[src/rtl/pbs_battle_dp.sv]
// pbs_battle_dp: one-attack-per-request battle datapath.
//   Selects a move (player index or LFSR for the AI), rolls accuracy and crit from a
//   free-running 16-bit Galois LFSR, applies saturating damage to the defender and
//   raises a sticky game_over once either side reaches 0 HP.
// Ports:
//   clk, rst (async, active-low)  clock and reset
//   start, actor, p_move          turn request, attacker select, player move index
//   new_battle                    synchronous restart (wins over start)
//   busy, done                    turn in flight / one-cycle completion pulse
//   hit, crit, last_move          result of the last completed turn
//   p_hp, ai_hp, game_over        hit points and sticky end-of-battle flag
module pbs_battle_dp #(
  parameter int unsigned HP_W      = 8,
  parameter int unsigned MAX_HP    = 100,
  parameter int unsigned NUM_MOVES = 4,
  parameter int unsigned MOVE_W    = $clog2(NUM_MOVES),
  parameter int unsigned ACC_W     = 4,
  parameter logic [NUM_MOVES*HP_W-1:0]  MOVE_DMG = {8'd10, 8'd20, 8'd30, 8'd40},
  parameter logic [NUM_MOVES*ACC_W-1:0] MOVE_ACC = {4'hF, 4'hC, 4'h8, 4'h4},
  parameter bit          CRIT_EN   = 1'b1,
  parameter logic [15:0] SEED      = 16'hACE1
) (
  input  logic              clk,
  input  logic              rst,
  input  logic              start,
  input  logic              actor,
  input  logic [MOVE_W-1:0] p_move,
  input  logic              new_battle,
  output logic              busy,
  output logic              done,
  output logic              hit,
  output logic              crit,
  output logic [MOVE_W-1:0] last_move,
  output logic [HP_W-1:0]   p_hp,
  output logic [HP_W-1:0]   ai_hp,
  output logic              game_over
);

  typedef enum logic [2:0] {StIdle, StSelect, StRoll, StApply, StDone} state_e;

  state_e              state_q;
  logic [15:0]         lfsr_q;
  logic                actor_q;
  logic [MOVE_W-1:0]   p_move_q;
  logic                roll_hit_q, roll_crit_q;
  logic                busy_q, done_q, hit_q, crit_q, game_over_q;
  logic [MOVE_W-1:0]   last_move_q;
  logic [HP_W-1:0]     p_hp_q, ai_hp_q;

  logic [MOVE_W-1:0]   move_sel;
  logic [HP_W-1:0]     base_dmg, crit_dmg, dmg, def_hp, new_hp;
  logic [HP_W:0]       dbl_dmg;
  logic [ACC_W-1:0]    acc, roll;
  logic                hit_roll, crit_roll;

  // Free-running Galois LFSR, independent of the turn FSM.
  always_ff @(posedge clk or negedge rst) begin
    if (!rst) begin
      lfsr_q <= SEED;
    end else begin
      lfsr_q <= (lfsr_q >> 1) ^ (lfsr_q[0] ? 16'hB400 : 16'h0000);
    end
  end

  always_comb begin
    move_sel  = actor_q ? lfsr_q[MOVE_W-1:0] : p_move_q;
    base_dmg  = MOVE_DMG[last_move_q*HP_W +: HP_W];
    acc       = MOVE_ACC[last_move_q*ACC_W +: ACC_W];
    roll      = lfsr_q[8 +: ACC_W];
    // All-ones accuracy always hits; zero accuracy can never hit.
    hit_roll  = (acc == '1) | (roll < acc);
    crit_roll = CRIT_EN & hit_roll & (lfsr_q[15:13] == 3'b111);
    dbl_dmg   = {1'b0, base_dmg} << 1;
    crit_dmg  = dbl_dmg[HP_W] ? '1 : dbl_dmg[HP_W-1:0];
    dmg       = roll_crit_q ? crit_dmg : base_dmg;
    def_hp    = actor_q ? p_hp_q : ai_hp_q;
    new_hp    = (def_hp > dmg) ? def_hp - dmg : '0;
  end

  always_ff @(posedge clk or negedge rst) begin
    if (!rst) begin
      state_q     <= StIdle;
      actor_q     <= 1'b0;
      p_move_q    <= '0;
      roll_hit_q  <= 1'b0;
      roll_crit_q <= 1'b0;
      busy_q      <= 1'b0;
      done_q      <= 1'b0;
      hit_q       <= 1'b0;
      crit_q      <= 1'b0;
      game_over_q <= 1'b0;
      last_move_q <= '0;
      p_hp_q      <= HP_W'(MAX_HP);
      ai_hp_q     <= HP_W'(MAX_HP);
    end else if (new_battle) begin
      // Aborts any turn in flight; a same-cycle start is dropped.
      state_q     <= StIdle;
      roll_hit_q  <= 1'b0;
      roll_crit_q <= 1'b0;
      busy_q      <= 1'b0;
      done_q      <= 1'b0;
      hit_q       <= 1'b0;
      crit_q      <= 1'b0;
      game_over_q <= 1'b0;
      last_move_q <= '0;
      p_hp_q      <= HP_W'(MAX_HP);
      ai_hp_q     <= HP_W'(MAX_HP);
    end else begin
      done_q <= 1'b0;
      unique case (state_q)
        StIdle: begin
          if (start && !game_over_q) begin
            actor_q  <= actor;
            p_move_q <= p_move;
            busy_q   <= 1'b1;
            state_q  <= StSelect;
          end
        end
        StSelect: begin
          last_move_q <= move_sel;
          state_q     <= StRoll;
        end
        StRoll: begin
          roll_hit_q  <= hit_roll;
          roll_crit_q <= crit_roll;
          state_q     <= StApply;
        end
        StApply: begin
          if (roll_hit_q) begin
            if (actor_q) p_hp_q  <= new_hp;
            else         ai_hp_q <= new_hp;
          end
          // Results become visible together with the done pulse.
          hit_q   <= roll_hit_q;
          crit_q  <= roll_crit_q;
          done_q  <= 1'b1;
          state_q <= StDone;
        end
        StDone: begin
          game_over_q <= (p_hp_q == '0) | (ai_hp_q == '0);
          busy_q      <= 1'b0;
          state_q     <= StIdle;
        end
        default: begin
          busy_q  <= 1'b0;
          state_q <= StIdle;
        end
      endcase
    end
  end

  assign busy      = busy_q;
  assign done      = done_q;
  assign hit       = hit_q;
  assign crit      = crit_q;
  assign last_move = last_move_q;
  assign p_hp      = p_hp_q;
  assign ai_hp     = ai_hp_q;
  assign game_over = game_over_q;

endmodule

[config.mk]
export PLATFORM = sky130hd
export DESIGN_NAME = pbs_battle_dp
export DESIGN_NICKNAME = d
export VERILOG_FILES = /design/src/rtl/pbs_battle_dp.sv
export SDC_FILE = /design/constraint.sdc
export NUM_CORES = 1
export LEC_CHECK = 0
export BUFFER_PORTS_ARGS = -buffer_cell sky130_fd_sc_hd__buf_2
export CAP_MARGIN = 20
export CORE_MARGIN = 5
export CORE_UTILIZATION = 41
export CTS_CLUSTER_SIZE = 25
export DETAILED_ROUTE_END_ITERATION = 10
export PLACE_DENSITY = 0.59
export SLEW_MARGIN = 0
export SYNTH_ARGS = -nofsm -noshare
export SYNTH_HDL_FRONTEND = slang
export SYNTH_SLANG_ARGS = --single-unit
[constraint.sdc]
create_clock -name clk -period 2.78 [get_ports clk]
set_input_delay 0.278 -clock clk [delete_from_list [all_inputs] [get_ports clk]]
set_output_delay 0.278 -clock clk [all_outputs]
set_load 0.05 [all_outputs]
### After elaboration in Yosys (flattened, before gate mapping)

Index checks and enable logic that the tools add are counted.

| operators by class | value |
|---|---|
| add/subtract/negate cells | 1 |
| magnitude comparators | 2 |
| eq/ne operators | 9 |
| shift-type cells | 2 |
| muxes and demuxes | 34 |
| bitwise gates (word level) | 5 |
| reduce and logical (&&, ||, !) cells | 16 |

Operator list:

| kind | number |
|---|---|
| 8-bit 2-to-1 mux | 12 |
| 32-bit by 6-bit variable part select with 8-bit output (first input constant) | 1 |
| 8-bit logical NOT | 2 |
| 16-bit 2-to-1 mux | 1 |
| 16-bit by 5-bit variable part select with 4-bit output (first input constant) | 1 |
| 15-bit by 16-bit XOR with 16-bit output | 1 |
| 1-bit 2-to-1 mux | 14 |
| 3-bit one-hot mux with 4 select lines | 1 |
| 2-bit nonzero test | 6 |
| 3-bit AND reduction | 3 |
| 8-bit > comparator | 1 |
| 8-bit subtractor | 1 |
| 3-bit by 2-bit equality test with 1-bit output (second input constant) | 2 |
| 3-bit equality test (second input constant) | 2 |
| 2-bit 2-to-1 mux | 3 |
| 3-bit 2-to-1 mux | 2 |
| 4-bit equality test (second input constant) | 1 |
| 4-bit less-than comparator | 1 |
| 3-bit by 1-bit equality test with 1-bit output (second input constant) | 1 |
| 3-bit logical NOT | 1 |
| 3-bit inequality test (second input constant) | 1 |
| 3-bit OR reduction | 1 |
| 2-bit by 1-bit inequality test with 1-bit output (second input constant) | 1 |
| 2-bit inequality test (second input constant) | 1 |
| other kinds (7) | 8 |

| storage, ports and cells | value |
|---|---|
| register bits after elaboration | 47 |
| input bits | 7 |
| word-level logic and storage cells | 83 |

### Longest topological paths before layout

Gate-level depths: netlist of run 1.

| logic depth | value |
|---|---|
| depth in word-level cells | 9 |
| gate-level depth with buffers | 10 |

### Least setup slack after synthesis of run 1

No wires, ideal clock.

| timing path | value |
|---|---|
| path kind | reg2reg |
| start point | register last_move_q[0] (netlist: last_move[0]) |
| end point | register p_hp_q[7] (netlist: p_hp[7]) |
| arrival | 2.687 ns |
| setup slack | 0.022 ns |
| stages on the path, launching flop included | 11 |
| path buffers | 1 |
| cell sequence | dfrtp_1 inv_1 ha_1 mux2i_1 ha_1 buf_4 and3_2 o211a_1 a211o_4 o2bb2a_4 nor2_1 |

| between the ends | value |
|---|---|
| longest elaborated chain between the ends | 9 |

RTL lines:

| what | RTL line | source |
|---|---|---|
| from (decl) | 47 | `logic [MOVE_W-1:0] last_move_q;` |
| from (signal assigned) | 120 | `last_move_q <= move_sel;` |
| 32-bit by 6-bit variable part select with 8-bit output * | 67 | `base_dmg = MOVE_DMG[last_move_q*HP_W +: HP_W];` |
| 8-bit 2-to-1 mux | 74 | `crit_dmg = dbl_dmg[HP_W] ? '1 : dbl_dmg[HP_W-1:0];` |
| 8-bit 2-to-1 mux * | 75 | `dmg = roll_crit_q ? crit_dmg : base_dmg;` |
| 8-bit subtractor or 8-bit > comparator (tied branches) | 77 | `new_hp = (def_hp > dmg) ? def_hp - dmg : '0;` |
| 8-bit 2-to-1 mux * | 77 |  |
| 8-bit 2-to-1 mux * | 130 | `if (actor_q) p_hp_q <= new_hp;` |
| 8-bit 2-to-1 mux * | 129 | `if (roll_hit_q) begin` |
| 8-bit 2-to-1 mux * | 110 | `unique case (state_q)` |
| 8-bit 2-to-1 mux * | 95 | `end else if (new_battle) begin` |
| to (signal assigned) | 93 | `p_hp_q <= HP_W'(MAX_HP);` |
| to (signal assigned) | 106 | `p_hp_q <= HP_W'(MAX_HP);` |
| to (signal assigned) | 130 |  |
| to (decl) | 48 | `logic [HP_W-1:0] p_hp_q, ai_hp_q;` |

Every way passes the cells marked *; elsewhere a longest branch is shown, timed or not. The select of a mux whose other input is x is not followed.
A chain may end at the register's enable or synchronous reset.

### Worst setup path after layout of run 1

| timing path | value |
|---|---|
| start point | register last_move_q[1] (netlist: last_move[1]) |
| end point | register p_hp_q[7] (netlist: p_hp[7]) |

Same word-level chain as after synthesis.

==> run summary, run 1 <==
The die is 88.0 µm wide. In this run the cell area of the synthesized design comes to 2500 µm². The placeable core region was 5920 µm². The final max-slew violation count is 0. After detailed routing, the number of remaining DRC violations is 0. The ratio of routed vias to standard cells is 5.25.

Between clock sinks in the finished design, the worst skew comes to 0.00975 ns. The post-synth net total is 255, and the vias after detailed routing is 1781. The power density over the cells was 951 nW/µm². STA classifies the critical path endpoint as a flop. At the worst endpoint, the arrival time is 2.84 ns.

During synthesis, Yosys emitted a total of 0 warnings. The run finished with clean final reports. The worst reg-to-reg path cell count was 9; the switching power summed over all nets was 1.12 mW.

The worst-case IR drop observed on VDD is 0.473 mV. The total overflow left after global routing is 0. The biggest area consumer among synthesized cells is sky130_fd_sc_hd__dfrtp_1.

The via count of the first global-routing pass was 1805. Relative contribution of the clock network to total power: 0.219. TritonCTS built the clock tree.

The logs give 232 for the gate count of the mapped netlist and 0 for the total inserted antenna cells. For this design the static power due to leakage is 1.38 nW. Area fraction in and, or, nand and nor cells after synthesis: 0.144.

Setup repair after global routing left no endpoint under its margin. The number of hold violations in the final report is 0. The worst setup path is launched from a flop. Routability-driven placement finished with a final weighted congestion of 0.866. The run gives 384 MHz as the upper clock frequency limit.

For this run, the detailed router's first-pass iteration total came to 4. At the end of the flow, the number of nets in the layout was 286. Internal power comes to 1.61 mW. Clock-pin slew was measured on the worst setup and hold paths at 0.09 ns. For the worst setup path, the data required time is 3.01 ns. Synthesis inferred 47 register bits. The share of async-settable or async-resettable flops after synthesis is 1.00, and the share of cells above drive strength 1 is 0.284. The xor/xnor share of the synthesized area came out at 0.0316. Yosys attributes the largest share of cell area to sky130_fd_sc_hd__dfrtp_1, sky130_fd_sc_hd__dfstp_2, sky130_fd_sc_hd__ha_1. Clock tree synthesis found a total of 47 sinks. The H-tree generated during clock tree synthesis spans 2 levels. Synthesized-area fraction occupied by ao, oa, aoi and oai cells: 0.143. The count of standard-cell rows came out at 28.

The logs give 0.422 for the initial standard-cell utilization of the core and 4000 µm for the HPWL reported at the end of detailed placement. The area growth from synthesis to layout is 14.5%. The fraction of power consumed by combinational cells came out at 0.441. The first global-routing pass estimated 8940 µm of wire. Among all flip-flop cells after synthesis, the most frequent one is sky130_fd_sc_hd__dfrtp_1. The sum of negative setup slack was 0 ns.

Hold is met by 0.207 ns. The number of placed instances, taps included, is 329. For this design the top-level I/O count stands at 30.

Entering global routing, the biggest net connects 48 pins. The run gives 0.151 as the global-route total usage across every layer. The synthesized netlist contains 47 unique library cells. The number of design-rule violations left by the first detailed-router iteration is 104. Summed over all layers, the routed wires come to 5400 µm. Measured along the y axis, the die boundary spans 88.0 µm. The average footprint of a synthesized cell came out at 10.8 µm². The die covers 7750 µm². The synthesized design contains 0 enable-type register cells.

The dominant combinational cell family by area after synthesis was simple AND/OR/NAND/NOR gates. The run gives 1190 µm² as the area taken by flip-flops and latches. The relative max-transition margin was 0.662. The worst hold path was traced through 2 stages. The run gives 0 as the final setup violation count. At the pin with the least slew margin, the transition time is 0.503 ns. The final cell count without fillers was 339; the number of I/O port buffers was 29. Initial antenna violation count: 0.

After filler insertion, the fill cell instance count of the layout stands at 561. The path class of the tightest hold or removal check is input pin to flop. In this run the deepest clock path goes through 2 buffers. The number of buffers added for setup after CTS is 0. The post-synthesis share of cell area spent on full adders, half adders and majority gates is 0.0802.

After detailed routing, the average wire length per cell comes to 15.9 µm. The area fraction of the dominant cell type after synthesis was 0.331; the fraction of power consumed by sequential logic was 0.340. The type of the worst setup path was flop to flop. The root buffer cell chosen for the clock tree is sky130_fd_sc_hd__clkbuf_8. The final clock period utilization by the worst path is 0.936, and the max-cap violation count is 0. For the worst-skew pair, the clock arrives at the later sink with an insertion delay of 0.30 ns.

The tools report the area occupied by multi-input gates as 1190 µm². The count of nets left with antenna violations once routing finished came out at 0. The worst path in the final design needs a cycle of 2.60 ns, including I/O delays and setup. Counting the buffers created by CTS gives 5. The multiplexer share of the synthesized area is 0.0736. The net switching fraction of the power is 0.410, and the fraction of the yosys area taken by sequential cells is 0.478. Of all nets on the critical path, the largest fanout is 6.
[kinds of logic (layout without fill, tap and decap cells)]
logic type | Yosys count | in the layout
xor+xnor | 9 | 9
fa+ha+maj | 16 | 16
flops | 47 | 47
mux | 17 | 17
compound gates | 48 | 48
simple gates | 71 | 71
buf+inv | 24 | 56
[placed cells by master, fill, tap and decap left out, types with 2 or more instances in the layout]
master,instances
sky130_fd_sc_hd__buf_4,3
sky130_fd_sc_hd__dfrtp_1,33
sky130_fd_sc_hd__nand3b_1,3
sky130_fd_sc_hd__a21o_1,4
sky130_fd_sc_hd__o211a_1,2
sky130_fd_sc_hd__nand3_1,4
sky130_fd_sc_hd__nor2_1,18
sky130_fd_sc_hd__xnor2_1,3
sky130_fd_sc_hd__a21oi_1,14
sky130_fd_sc_hd__bufinv_16,2
sky130_fd_sc_hd__mux2i_1,6
sky130_fd_sc_hd__nor3_1,3
sky130_fd_sc_hd__nand2_1,20
sky130_fd_sc_hd__and3_1,3
sky130_fd_sc_hd__nand2b_1,4
sky130_fd_sc_hd__nor4_1,4
sky130_fd_sc_hd__inv_1,14
sky130_fd_sc_hd__mux2_2,11
sky130_fd_sc_hd__a21oi_2,2
sky130_fd_sc_hd__dfstp_2,14
sky130_fd_sc_hd__o21a_1,2
sky130_fd_sc_hd__o31ai_1,8
sky130_fd_sc_hd__o21ai_0,4
sky130_fd_sc_hd__o211ai_1,2
sky130_fd_sc_hd__a311oi_1,2
sky130_fd_sc_hd__xor2_1,6
sky130_fd_sc_hd__nor3b_1,4
sky130_fd_sc_hd__clkbuf_8,5
sky130_fd_sc_hd__buf_2,29
sky130_fd_sc_hd__ha_1,15
[critical path, stage by stage (launching register included)]
cell and delay (ns):
sky130_fd_sc_hd__dfrtp_1 0.45, sky130_fd_sc_hd__inv_1 0.13, sky130_fd_sc_hd__ha_1 0.36, sky130_fd_sc_hd__o21ai_0 0.13, sky130_fd_sc_hd__ha_1 0.43, sky130_fd_sc_hd__nand3_2 0.08
sky130_fd_sc_hd__a211o_1 0.28, sky130_fd_sc_hd__a211o_4 0.39, sky130_fd_sc_hd__o2bb2a_4 0.22, sky130_fd_sc_hd__nor2_1 0.08
[layer usage]
metal	up-vias	track usage	wire length (µm)
li1	875	-	-
met1	860	0.200	2520
met2	35	0.247	2550
met3	11	0.0310	195
met4	0	0.0495	123
met5	-	0	0
[synth_stat cells (2+ instances only)]
library cell,n
sky130_fd_sc_hd__and3_1,3
sky130_fd_sc_hd__o21a_1,2
sky130_fd_sc_hd__nor4_1,4
sky130_fd_sc_hd__nor3b_1,4
sky130_fd_sc_hd__nand3_1,4
sky130_fd_sc_hd__xnor2_1,3
sky130_fd_sc_hd__nand2_1,20
sky130_fd_sc_hd__buf_2,3
sky130_fd_sc_hd__a21oi_1,14
sky130_fd_sc_hd__ha_1,16
sky130_fd_sc_hd__dfstp_2,14
sky130_fd_sc_hd__clkbuf_1,3
sky130_fd_sc_hd__a311oi_1,2
sky130_fd_sc_hd__o31ai_1,8
sky130_fd_sc_hd__dfrtp_1,33
sky130_fd_sc_hd__buf_6,2
sky130_fd_sc_hd__a21o_1,4
sky130_fd_sc_hd__o211ai_1,2
sky130_fd_sc_hd__inv_1,14
sky130_fd_sc_hd__nor2_1,18
sky130_fd_sc_hd__mux2_2,11
sky130_fd_sc_hd__nand2b_1,4
sky130_fd_sc_hd__nor3_1,3
sky130_fd_sc_hd__a21oi_2,2
sky130_fd_sc_hd__nand3b_1,3
sky130_fd_sc_hd__o21ai_0,4
sky130_fd_sc_hd__xor2_1,6
sky130_fd_sc_hd__o211a_1,2
sky130_fd_sc_hd__mux2i_1,6
[flip-flops by register name, summed over array words and instances (netlist names)]
signal,cells
hit,1
last_move,2
crit,1
p_hp,8
p_move_q,2
state_q,3
ai_hp,8
lfsr_q,16
roll_hit_q,1
busy,1
actor_q,1
roll_crit_q,1
game_over,1
done,1
[power by group through the flow]
stage               Combinational [mW]  Clock, mW  Sequential [mW]
floorplan                        0.712          0             1.14
global placement                  1.17          0            0.939
detailed placement                1.17          0            0.940
CTS                               1.18      0.611            0.928
global route                      1.30      0.643            0.944
finish                            1.20      0.596            0.926
[path summary, 6_finish.rpt]
check | startpoint | endpoint | slack [ns]
worst max-delay path | last_move[1]$_DFFE_PN0P_ | p_hp[7]$_DFFE_PN0P_ | 0.18
worst min-delay path | p_move[1] | p_move_q[1]$_DFFE_PN0P_ | 0.21
worst max register to register | last_move[1]$_DFFE_PN0P_ | p_hp[7]$_DFFE_PN0P_ | 0.18
worst min register to register | lfsr_q[4]$_DFF_PN0_ | lfsr_q[3]$_DFF_PN0_ | 0.35
max in group asynchronous | rst | lfsr_q[13]$_DFF_PN1_ | 1.77
min in group asynchronous | rst | ai_hp[3]$_DFFE_PN0P_ | 0.44
[metrics by stage]
stage | instance area [µm²] | util | setup slack [ns] | total power, mW
4_1_cts | 2820 | 0.477 | 0.155 | 2.71
3_3_place_gp | 2690 | 0.454 | 0.214 | 2.11
6_report | 2860 | 0.483 | 0.179 | 2.72
3_5_place_dp | 2690 | 0.454 | 0.194 | 2.11
2_1_floorplan | 2500 | - | 0.0216 | 1.85
5_1_grt | 2860 | 0.483 | 0.0184 | 2.89
[area by class of cell]
type                            count  share of cell area
Clock buffer                        6              0.0254
Multi-Input combinational cell    161               0.416
Clock inverter                      2              0.0210
Sequential cell                    47               0.417
Inverter                           14              0.0184
Tap cell                           75              0.0328
Timing Repair Buffer               34              0.0691
[what timing repair did]
item                                    in CTS  in global routing
endpoints found under the setup margin       0                  7
hold buffers                                 0                  1
endpoints found under the hold margin        0                 12
gates resized for setup                      0                  2
(Power assumes the default switching activity.)
==> inputs of run 2 (changes only) <==
--- a/config.mk
+++ b/config.mk
@@ -11,7 +11,7 @@
 export CORE_UTILIZATION = 41
 export CTS_CLUSTER_SIZE = 25
 export DETAILED_ROUTE_END_ITERATION = 10
-export PLACE_DENSITY = 0.59
+export PLACE_DENSITY = 0.7
 export SLEW_MARGIN = 0
 export SYNTH_ARGS = -nofsm -noshare
 export SYNTH_HDL_FRONTEND = slang
==> run 2 against run 1 <==
Net effect:
- die area stayed put
- design area is 2.3% lower
- worst setup slack better by 0.035 ns
- final cell count is 0.29% lower
- non-clock buffer count is 1 lower
==> run summary, run 2 (same netlist as run 1, synthesis figures left out) <==
The run finished with clean final reports. The top cell types in the final layout, fill and taps aside, are sky130_fd_sc_hd__dfrtp_1, sky130_fd_sc_hd__buf_2, sky130_fd_sc_hd__nand2_1. The run gives 0 as the initial antenna violation count.

The maximum fanout along the worst path works out to 8. TritonCTS built the clock tree. Counting along the longest clock path gives a buffer depth of 2. At the worst endpoint, the arrival time is 2.76 ns. The buffering stage count on the worst path with inverters included is 1. The worst min-delay path class was input pin to flop. Entering global routing, the biggest net connects 48 pins.

The initial standard-cell utilization of the core was 0.422; the stage delay of the slowest cell on the critical path was 0.45 ns. Fill cells in the final layout number 559. For the number of hold violations in the final report, the log shows 0. The kind of cell with the highest combined delay on the critical path is adder cells.

The global-route total usage across every layer came out at 0.149. The number of detailed-routing iterations run before antenna repair was 4. The master of the slowest instance on the critical path is sky130_fd_sc_hd__ha_1. Across all hold checks on the routed design, the worst slack comes to 0.206 ns. The signal on the critical path passes through inv_1 -> ha_1 -> mux2i_1 -> ha_1 -> nand3_2 -> a211o_1 -> and2_1 -> or2_1 -> o31ai_1. The sum of negative setup slack is 0 ns.

For the pin with the worst max-slew slack, the measured transition is 0.523 ns. The congestion estimate from routability-driven global placement came to 0.857. Clock-pin slew was measured on the worst setup and hold paths at 0.08 ns. The analysis attributes to cell leakage a power of 1.35 nW. Dividing total power by cell area gives a power density of 886 nW/µm². During I/O placement, the number of pins put on the boundary was 30. The final critical-path required period is 2.57 ns.

The cell at the root of the clock tree is sky130_fd_sc_hd__clkbuf_8. The relative max-transition margin was 0.648. Setup repair after global routing left no endpoint under its margin. The clock tree skew after final layout was 0.00697 ns; the number of flip-flops under the largest register name was 16. The HPWL reported at the end of detailed placement is 3870 µm, and the overall overflow remaining after global route is 0. After detailed routing, the average wire length per cell comes to 15.5 µm. The number of H-tree levels is 2. The remaining number of nets flagged by the antenna check after routing came out at 0. The region available for standard cell placement spans 5920 µm². The library cell used most frequently in the layout, excluding fill and tap cells, is sky130_fd_sc_hd__dfrtp_1.

In the routed layout, each cell is associated on average with a via count of 5.30. The critical path endpoint category was a flop. The critical path required time was 2.97 ns; the number of I/O port buffers was 29. Based on the critical path, the design can be clocked at up to 390 MHz. The count of clock tree sinks came out at 47.

The die span in y came out at 88.0 µm. The sum of routed wire length over all layers came out at 5250 µm. The total inserted antenna cells came out at 0. The final max-slew violation count is 0. The clock buffer count from CTS came out at 5.

After detailed routing, the number of remaining DRC violations is 0. The run gives 1791 as the via count of the first global-routing pass. Type of the worst setup path: flop to flop. The cell repeated most along the worst path was sky130_fd_sc_hd__ha_1. From synthesis to final layout, the design area changed by 11.9%. At the later pin of the worst-skew pair, clock insertion delay measures 0.30 ns.

The die covers 7750 µm². Setup violations remaining at the end of the flow were counted as 0. The share of cells above drive strength 1 was 0.274; the total number of nets in the final design was 285. The initialized floorplan defines 28 standard-cell rows. Across the VDD grid, the largest voltage drop is 0.475 mV. Vias after detailed routing: 1791. The detailed router finished its first iteration with 84 violations. For the first-pass GRT wire length, the log shows 8830 µm. The die extent in x is 88.0 µm. The tools report the sort of element at the start of the critical path as a flop. The max-cap violation count came out at 0. The final clock period utilization by the worst path came out at 0.923.

The register bank with the most flops is lfsr_q.
## run 2: changes by cell type in the layout (fill, tap and decap cells not counted), sizes merged
| cell | previous run | this run |
|---|---|---|
| buf | 33 | 32 |
| clkinv | 0 | 1 |
| clkbuf | 6 | 7 |
| bufinv | 2 | 0 |
## run 2: final timing paths
| kind | from | to | slack, ns | cells after the start |
|---|---|---|---|---|
| hold / removal | p_move[1] | p_move_q[1]$_DFFE_PN0P_ | 0.21 | 2 |
| min in group asynchronous | rst | p_move_q[0]$_DFFE_PN0P_ | 0.33 | 2 |
| setup / recovery | last_move[1]$_DFFE_PN0P_ | p_hp[1]$_DFFE_PN0P_ | 0.21 | 9 |
| setup reg to reg | last_move[1]$_DFFE_PN0P_ | p_hp[1]$_DFFE_PN0P_ | 0.21 | 9 |
| max in group asynchronous | rst | ai_hp[5]$_DFFE_PN1P_ | 1.95 | 3 |
| hold reg to reg | lfsr_q[3]$_DFF_PN0_ | lfsr_q[2]$_DFF_PN0_ | 0.35 | 0 |
## run 2: routing by layer
layer,part of all wire,track usage,routed length (µm),vias up
met5,0,0,0,-
met4,0.017,0.0536,87,0
met3,0.048,0.0348,252,12
met2,0.44,0.218,2310,35
met1,0.49,0.216,2600,867
li1,-,-,-,877
## run 2: timing repair
item,4_1_cts,5_1_grt
setup buffers,0,0
setup endpoints to repair,0,2
endpoints found under the hold margin,0,3
resized for setup,0,1
hold buffers,0,1
## run 2: where the power goes
part / internal (mW) / leakage (nW) / switching (mW)
combinational: 0.423 / 0.713 / 0.739
sequential: 0.804 / 0.592 / 0.123
clock: 0.177 / 0.0422 / 0.211
total: 1.40 / 1.35 / 1.07
## run 2: layout make-up
| class | instances | area, µm² | area share |
|---|---|---|---|
| clock buffers | 7 | 76.3 | 0.0273 |
| clock inverters | 1 | 5.00 | 0.00179 |
| inverters | 14 | 52.6 | 0.0188 |
| multi-input cells | 161 | 1180 | 0.423 |
| flip-flops and latches | 47 | 1190 | 0.428 |
| well taps | 75 | 93.8 | 0.0336 |
| repair buffers | 33 | 190 | 0.0681 |
## run 2: worst register-to-register path, delay by kind of cell, from the launching register on
kind / cells / cell delay (ns)
AOI/OAI and AO/OA: 2 / 0.49
DFF: 1 / 0.42
and+or+nand+nor: 3 / 0.57
buffers and inverters: 1 / 0.11
adders and majority gates: 2 / 0.79
muxes: 1 / 0.09
## run 2: stage by stage
step	cell area (µm²)	setup WS [ns]	power (mW)	utilization	std cells
global placement	2680	0.224	2.07	0.453	328
CTS	2760	0.136	2.48	0.467	336
finish	2790	0.214	2.48	0.472	338
global route	2790	0.0257	2.65	0.472	338
floorplan	2500	0.0216	1.85	-	232
detailed placement	2680	0.160	2.09	0.453	328
